**config.mk**
```make
export PLATFORM = sky130hd
export DESIGN_NAME = muldiv_unit
export DESIGN_NICKNAME = d
export VERILOG_FILES = /design/src/rtl/muldiv_pkg.sv /design/src/rtl/muldiv_step.sv /design/src/rtl/muldiv_unit.sv
export SDC_FILE = /design/constraint.sdc
export NUM_CORES = 2
export LEC_CHECK = 0
export CAP_MARGIN = 30
export CELL_PAD_IN_SITES_DETAIL_PLACEMENT = 1
export CELL_PAD_IN_SITES_GLOBAL_PLACEMENT = 1
export CORE_MARGIN = 1.5
export CORE_UTILIZATION = 30
export DETAILED_ROUTE_END_ITERATION = 6
export PLACE_DENSITY = 0.63
export SLEW_MARGIN = 40
export SYNTH_ARGS = -nofsm -noshare
export SYNTH_HDL_FRONTEND = slang
export SYNTH_HIERARCHICAL = 1
export SYNTH_SLANG_ARGS = --single-unit
```
**constraint.sdc**
```tcl
create_clock -name i_clk -period 11.2 [get_ports i_clk]
set_input_delay 3.36 -clock i_clk [delete_from_list [all_inputs] [get_ports i_clk]]
set_output_delay 3.36 -clock i_clk [all_outputs]
set_load 0.1 [all_outputs]
```
**src/rtl/muldiv_pkg.sv**
```systemverilog
// muldiv_pkg: shared types and constants for the iterative multiply/divide unit.
//   t_md_op     - M-extension func3 encodings
//   t_md_state  - control FSM states
//   MD_*        - special-case result constants (sliced to XLEN by users)
//   md_sext_w   - sign-extend a 32-bit W-op result to 64 bits
package muldiv_pkg;

  typedef enum logic [2:0] {
    MD_MUL    = 3'b000,
    MD_MULH   = 3'b001,
    MD_MULHSU = 3'b010,
    MD_MULHU  = 3'b011,
    MD_DIV    = 3'b100,
    MD_DIVU   = 3'b101,
    MD_REM    = 3'b110,
    MD_REMU   = 3'b111
  } t_md_op;

  typedef enum logic [1:0] {
    IDLE,
    PREP,
    CALC,
    DONE
  } t_md_state;

  localparam logic [63:0] MD_DIVZ_QUOT   = '1;
  localparam logic [63:0] MD_ILLEGAL_RES = '0;
  localparam logic [63:0] MD_OVF_REM     = '0;
  localparam logic [31:0] MD_MIN_W       = 32'h8000_0000;

  function automatic logic [63:0] md_sext_w(input logic [31:0] v);
    return {{32{v[31]}}, v};
  endfunction

endpackage

```
**src/rtl/muldiv_step.sv**
```systemverilog
// muldiv_step: one combinational iteration of the iterative datapath.
//   is_div   - 1: restoring divide step, 0: shift-add multiply step
//   acc      - multiply: 2N-bit partial product; divide: {remainder, quotient}
//   opnd     - multiplicand (multiply) or divisor (divide)
//   src_bit  - current multiplier / dividend bit, MSB first
//   acc_next - accumulator after this iteration
module muldiv_step #(
  parameter int N = 64
) (
  input  logic           is_div,
  input  logic [2*N-1:0] acc,
  input  logic [N-1:0]   opnd,
  input  logic           src_bit,
  output logic [2*N-1:0] acc_next
);

  logic [N:0] trial;
  logic [N:0] diff;

  always_comb begin
    trial = {acc[2*N-1:N], src_bit};
    diff  = trial - {1'b0, opnd};
    if (is_div) begin
      // Remainder stays below the divisor, so bit N of diff is a clean borrow flag.
      if (!diff[N]) acc_next = {diff[N-1:0], acc[N-2:0], 1'b1};
      else          acc_next = {trial[N-1:0], acc[N-2:0], 1'b0};
    end else begin
      acc_next = {acc[2*N-2:0], 1'b0} + (src_bit ? {{N{1'b0}}, opnd} : '0);
    end
  end

endmodule

```
**src/rtl/muldiv_unit.sv**
```systemverilog
// muldiv_unit: iterative RV64M multiply/divide unit (XLEN 32 or 64).
//   i_clk, i_arstn        - clock, asynchronous active-low reset
//   i_valid / o_ready     - request handshake (o_ready only in IDLE)
//   i_func3, i_word       - M op code and W-variant flag
//   i_op_a, i_op_b        - rs1 / rs2
//   i_flush               - abort any in-flight op, result discarded
//   o_valid / i_ready     - result handshake (o_valid only in DONE)
//   o_result              - result, stable while in DONE
//   o_busy                - any state other than IDLE
module muldiv_unit
  import muldiv_pkg::*;
#(
  parameter int XLEN    = 64,
  parameter int WORD_EN = 1
) (
  input  logic            i_clk,
  input  logic            i_arstn,
  input  logic            i_valid,
  output logic            o_ready,
  input  logic [2:0]      i_func3,
  input  logic            i_word,
  input  logic [XLEN-1:0] i_op_a,
  input  logic [XLEN-1:0] i_op_b,
  input  logic            i_flush,
  output logic            o_valid,
  input  logic            i_ready,
  output logic [XLEN-1:0] o_result,
  output logic            o_busy
);

  localparam bit              WEN   = (XLEN == 64) && (WORD_EN != 0);
  localparam int              CW    = $clog2(XLEN);
  localparam logic [XLEN-1:0] MIN_X = {1'b1, {(XLEN-1){1'b0}}};
  localparam logic [XLEN-1:0] WMASK = XLEN'(64'h0000_0000_FFFF_FFFF);

  t_md_state         state, state_next;
  t_md_op            op_q;
  logic              word_q;
  logic [XLEN-1:0]   a_q, b_q;
  logic [2*XLEN-1:0] acc_q;
  logic [XLEN-1:0]   opnd_q, src_q;
  logic [CW-1:0]     cnt_q;
  logic              sign_q;

  // Operand preparation, evaluated from the latched request during PREP.
  logic              is_div, signed_a, signed_b, neg_a, neg_b, rec_sign;
  logic              div_zero, ovf, illegal, special;
  logic [XLEN-1:0]   nmask, a_n, b_n, mag_a, mag_b, a_ret, spec_res;
  logic [63:0]       sx_a;

  always_comb begin
    is_div   = op_q[2];
    signed_a = op_q inside {MD_MULH, MD_MULHSU, MD_DIV, MD_REM};
    signed_b = op_q inside {MD_MULH, MD_DIV, MD_REM};
    nmask    = word_q ? WMASK : '1;
    a_n      = a_q & nmask;
    b_n      = b_q & nmask;
    neg_a    = signed_a & (word_q ? a_q[31] : a_q[XLEN-1]);
    neg_b    = signed_b & (word_q ? b_q[31] : b_q[XLEN-1]);
    mag_a    = neg_a ? ((-a_n) & nmask) : a_n;
    mag_b    = neg_b ? ((-b_n) & nmask) : b_n;
    // Remainder takes the dividend's sign; products and quotients the xor.
    rec_sign = (is_div && op_q[1]) ? neg_a : (neg_a ^ neg_b);
    sx_a     = md_sext_w(a_q[31:0]);
    a_ret    = word_q ? sx_a[XLEN-1:0] : a_q;
    div_zero = is_div && (b_n == '0);
    ovf      = is_div && !op_q[0] &&
               (word_q ? (a_q[31:0] == MD_MIN_W && b_q[31:0] == 32'hFFFF_FFFF)
                       : (a_q == MIN_X && b_q == '1));
    illegal  = word_q && (op_q inside {MD_MULH, MD_MULHSU, MD_MULHU});
    special  = illegal || div_zero || ovf;
    if (illegal)       spec_res = MD_ILLEGAL_RES[XLEN-1:0];
    else if (div_zero) spec_res = op_q[1] ? a_ret : MD_DIVZ_QUOT[XLEN-1:0];
    else               spec_res = op_q[1] ? MD_OVF_REM[XLEN-1:0] : a_ret;
  end

  logic [2*XLEN-1:0] step_acc, prod_fix;
  logic [XLEN-1:0]   div_raw, div_fix, raw_res, calc_res;
  logic [63:0]       sx_res;

  muldiv_step #(.N(XLEN)) u_step (
    .is_div   (op_q[2]),
    .acc      (acc_q),
    .opnd     (opnd_q),
    .src_bit  (src_q[cnt_q]),
    .acc_next (step_acc)
  );

  // Final-iteration result: sign fix on the full product (so MULH* sees the
  // borrow from the low half), separately on quotient/remainder for divides.
  always_comb begin
    prod_fix = sign_q ? -step_acc : step_acc;
    div_raw  = op_q[1] ? step_acc[2*XLEN-1:XLEN] : step_acc[XLEN-1:0];
    div_fix  = sign_q ? -div_raw : div_raw;
    if (op_q[2])              raw_res = div_fix;
    else if (op_q == MD_MUL)  raw_res = prod_fix[XLEN-1:0];
    else                      raw_res = prod_fix[2*XLEN-1:XLEN];
    sx_res   = md_sext_w(raw_res[31:0]);
    calc_res = word_q ? sx_res[XLEN-1:0] : raw_res;
  end

  always_ff @(posedge i_clk or negedge i_arstn) begin
    if (!i_arstn) state <= IDLE;
    else          state <= state_next;
  end

  always_comb begin
    state_next = state;
    unique case (state)
      IDLE: if (i_valid) state_next = PREP;
      PREP: state_next = special ? DONE : CALC;
      CALC: if (cnt_q == '0) state_next = DONE;
      DONE: if (i_ready) state_next = IDLE;
      default: state_next = IDLE;
    endcase
    if (i_flush) state_next = IDLE;
    o_ready = (state == IDLE);
    o_valid = (state == DONE);
    o_busy  = (state != IDLE);
  end

  always_ff @(posedge i_clk or negedge i_arstn) begin
    if (!i_arstn) begin
      op_q     <= MD_MUL;
      word_q   <= 1'b0;
      a_q      <= '0;
      b_q      <= '0;
      acc_q    <= '0;
      opnd_q   <= '0;
      src_q    <= '0;
      cnt_q    <= '0;
      sign_q   <= 1'b0;
      o_result <= '0;
    end else if (!i_flush) begin
      unique case (state)
        IDLE: if (i_valid) begin
          op_q   <= t_md_op'(i_func3);
          word_q <= i_word & WEN;
          a_q    <= i_op_a;
          b_q    <= i_op_b;
        end
        PREP: begin
          sign_q <= rec_sign;
          acc_q  <= '0;
          cnt_q  <= word_q ? CW'(31) : CW'(XLEN - 1);
          opnd_q <= is_div ? mag_b : mag_a;
          src_q  <= is_div ? mag_a : mag_b;
          if (special) o_result <= spec_res;
        end
        CALC: begin
          acc_q <= step_acc;
          if (cnt_q == '0) o_result <= calc_res;
          else             cnt_q    <= cnt_q - CW'(1);
        end
        default: ;
      endcase
    end
  end

endmodule

```
==> results.ini <==
[cts]
postCtsHoldBufs=0
cts_tree=done
cts_buffer_depth=3
cts_resized=0
clk_pin_slew_ns=0.06
h-tree-depth=2
root_buffer=clkbuf_16
clkLatencyLatePin_ns=0.72
numClockSinks=461
cts_made_buffers=58
cts_setup_buffers=0

[sta]
slew_viol_final=0
max_slew.worst_pin.slew_ns=0.962
max_freq_mhz=90.0
hold_viol_final=0
post-route-min-period_ns=11.11
fin_tns_setup_ns=0
finalClockSkew_ns=0.0565
finalCritPeriodShare_pct=99.2
rsz0062_at_grt=false
max-slew-margin-rel_pct=35.3
setup_viol_count_final=0

[placed_design]
globalplace.congestion=0.989
place_area_um2=49400
hpwl_um=194000
portBuffers=203

[worst_setup_path]
cp_num_buf_inv=5
crit_path_start_kind=flop
cp.required_ns=11.80
slowest_delay_ns=0.85
crit_type=reg -> reg
cpMaxStageDelayCell=a21oi_1
arrival_ns=11.70
cp_top_family=simple AND/OR/NAND/NOR gates
critPathMaxFanout=62
setup.worst_path.end_class=flop

[final_layout]
drive_gt1_share_pct=13.1
syn_to_final_growth_pct=15.4
fin_area_um2=51600
final.fill_count=17900
final_core_util_pct=34.9
layout.nets=6260

[floorplanning]
die_area_um2=152000
core_um2=148000
start_util_pct=30.3
die_h_um=389
rows=141
die_x_um=389
io_pins=204

[status]
status=complete, no violations

[drt]
viasPerCell=6.24
m1WireLength_um=106000
dr_wl_met3_um=18300
wl_per_cell_um=31.2
routed.top_layer=met5
vias=49600
wirelength_um=248000
postRouteAntennaNets=0
drtIter0Drc=4987
wl_met2_um=109000
dr.pass1.iters=5
drc=0

[yosys]
syn_area_um2=44800
syn_inst=5918
synth-async-reset-ratio_pct=100
synthSimpleGateAreaFrac_pct=25.5
synth-edff-count=0
synthXorXnorAreaFrac_pct=7.03
ys_top_cells_by_area=dfrtp_1 (26%), nand2_1 (6.5%), a21oi_1 (4.7%), nor2_1 (4.2%), o21ai_0 (4.2%)
ys_seq_area_share_pct=25.8
ys_types=113
syn_area_per_cell_um2=7.56
synth_top_family_by_area=simple AND/OR/NAND/NOR gates
ys_ff_latch=461
ys.flop_type=dfrtp_1
yosysWarnings=6
synth.area.mux_share_pct=7.54
yosysMostFrequentCell=nand2_1
synth_nets=6197
synth_compound_area_share_pct=23.3
synth_area_leader_cell=dfrtp_1
synth_top_area_share_pct=25.8
synth_fa_ha_area_share_pct=5.14
synthTopCellsByCount=nand2_1 (772), nor2_1 (500), dfrtp_1 (461)

[global_routing]
grt_pass1_wl_um=357000
grt_overflow=0
grt_pass1_vias=49400
antenna_found_initial=14
grt_usage_pct=31.7
grt_start_max_net_pins=138

[flow_run]
max_cap_viol_count=0

[pwr]
cellPowerDensity_nw_per_um2=396
p_leak_nw=21.0
ir_drop_mv=0.222

[worst_hold_path]
worstHoldPathType=reg -> reg

[worst paths after layout]
kind	slack (ns)	depth (start not counted)	to	from
worst max-delay path	0.09	27	o_result[59]	cnt_q[0]
worst min-delay path	0.48	2	opnd_q[44]	opnd_q[44]
worst max register to register	0.09	27	o_result[59]	cnt_q[0]
worst min register to register	0.48	2	opnd_q[44]	opnd_q[44]
max in group asynchronous	7.37	3	acc_q[74]	i_arstn
min in group asynchronous	2.52	1	a_q[44]	i_arstn
[layout make-up]
| class | instances | area (um2) | share of cell area (%) |
|---|---|---|---|
| multi-input combinational | 4800 | 30900 | 59.9 |
| sequential | 461 | 11600 | 22.4 |
| timing repair buffer | 496 | 4080 | 7.90 |
| tap | 1930 | 2410 | 4.68 |
| clock buffer | 79 | 1660 | 3.22 |
| inverter | 164 | 617 | 1.19 |
| clock inverter | 28 | 358 | 0.693 |
| antenna | 1 | 2.50 | 0.00485 |
[per-stage QoR]
step,power [mW],cells,hold slack (ns),setup WS [ns]
final,20.5,7959,0.481,0.0946
after floorplan,11.8,5918,0.437,2.43
after global placement,17.8,7839,0.463,0.0758
after CTS,19.9,7950,0.485,0.317
after detailed placement,17.8,7843,0.471,0.362
after global routing,21.3,7958,0.506,0.0354
[report_power, final]
group	internal (mW)	switching, mW
combinational	4.52	10.5
sequential	2.30	1.09
clock	1.18	0.881
[tightest hold or removal path, delay by kind of cell, from the launching register on]
kind            cells  cell delay (ns)
compound gates      1             0.06
flops               1             0.34
simple gates        1             0.05
[cell usage in the layout (no fill, tap or decap), drive strengths merged, types with 22 or more instances in the layout]
master / instances
nand2: 773
nor4: 115
o21a: 41
a21oi: 424
xnor2: 205
clkdlybuf4s50: 135
o21bai: 33
nand2b: 33
clkbuf: 80
nor2b: 22
nand3: 258
a221oi: 27
and2: 28
a41oi: 24
o221ai: 32
o22ai: 26
nor3: 201
buf: 360
a31oi: 76
or3: 72
a211oi: 48
o21ai: 395
mux2i: 112
xor2: 154
mux2: 158
and3: 54
o41ai: 43
o211ai: 53
a22oi: 32
or2: 27
nor3b: 26
nor2: 501
nand4: 117
inv: 165
maj3: 50
ha: 140
o31ai: 79
or4: 62
a21o: 49
dfrtp: 461
[routing by layer]
layer  up-vias  global-route usage, %
met5         -                      0
met4         4                   16.2
met3       540                   5.16
met2      2232                   49.6
met1     25000                   42.1
li1      21800                      -
[cell families after synthesis]
logic type	count (synthesis)
xor gates and xnor gates	359
adders and majority gates	192
AOI/OAI and AO/OA	1596
and+or+nand+nor	2362
DFF	461
muxes	291
buffers and inverters	657
[registers in the layout (all words and copies together), names as in the netlist]
register and cells:
acc_q 128, a_q 64, b_q 64, o_result 64
opnd_q 64, src_q 64, cnt_q 6, op_q 3
state 2, sign_q 1, word_q 1
Power figures use the tool's default switching activity.
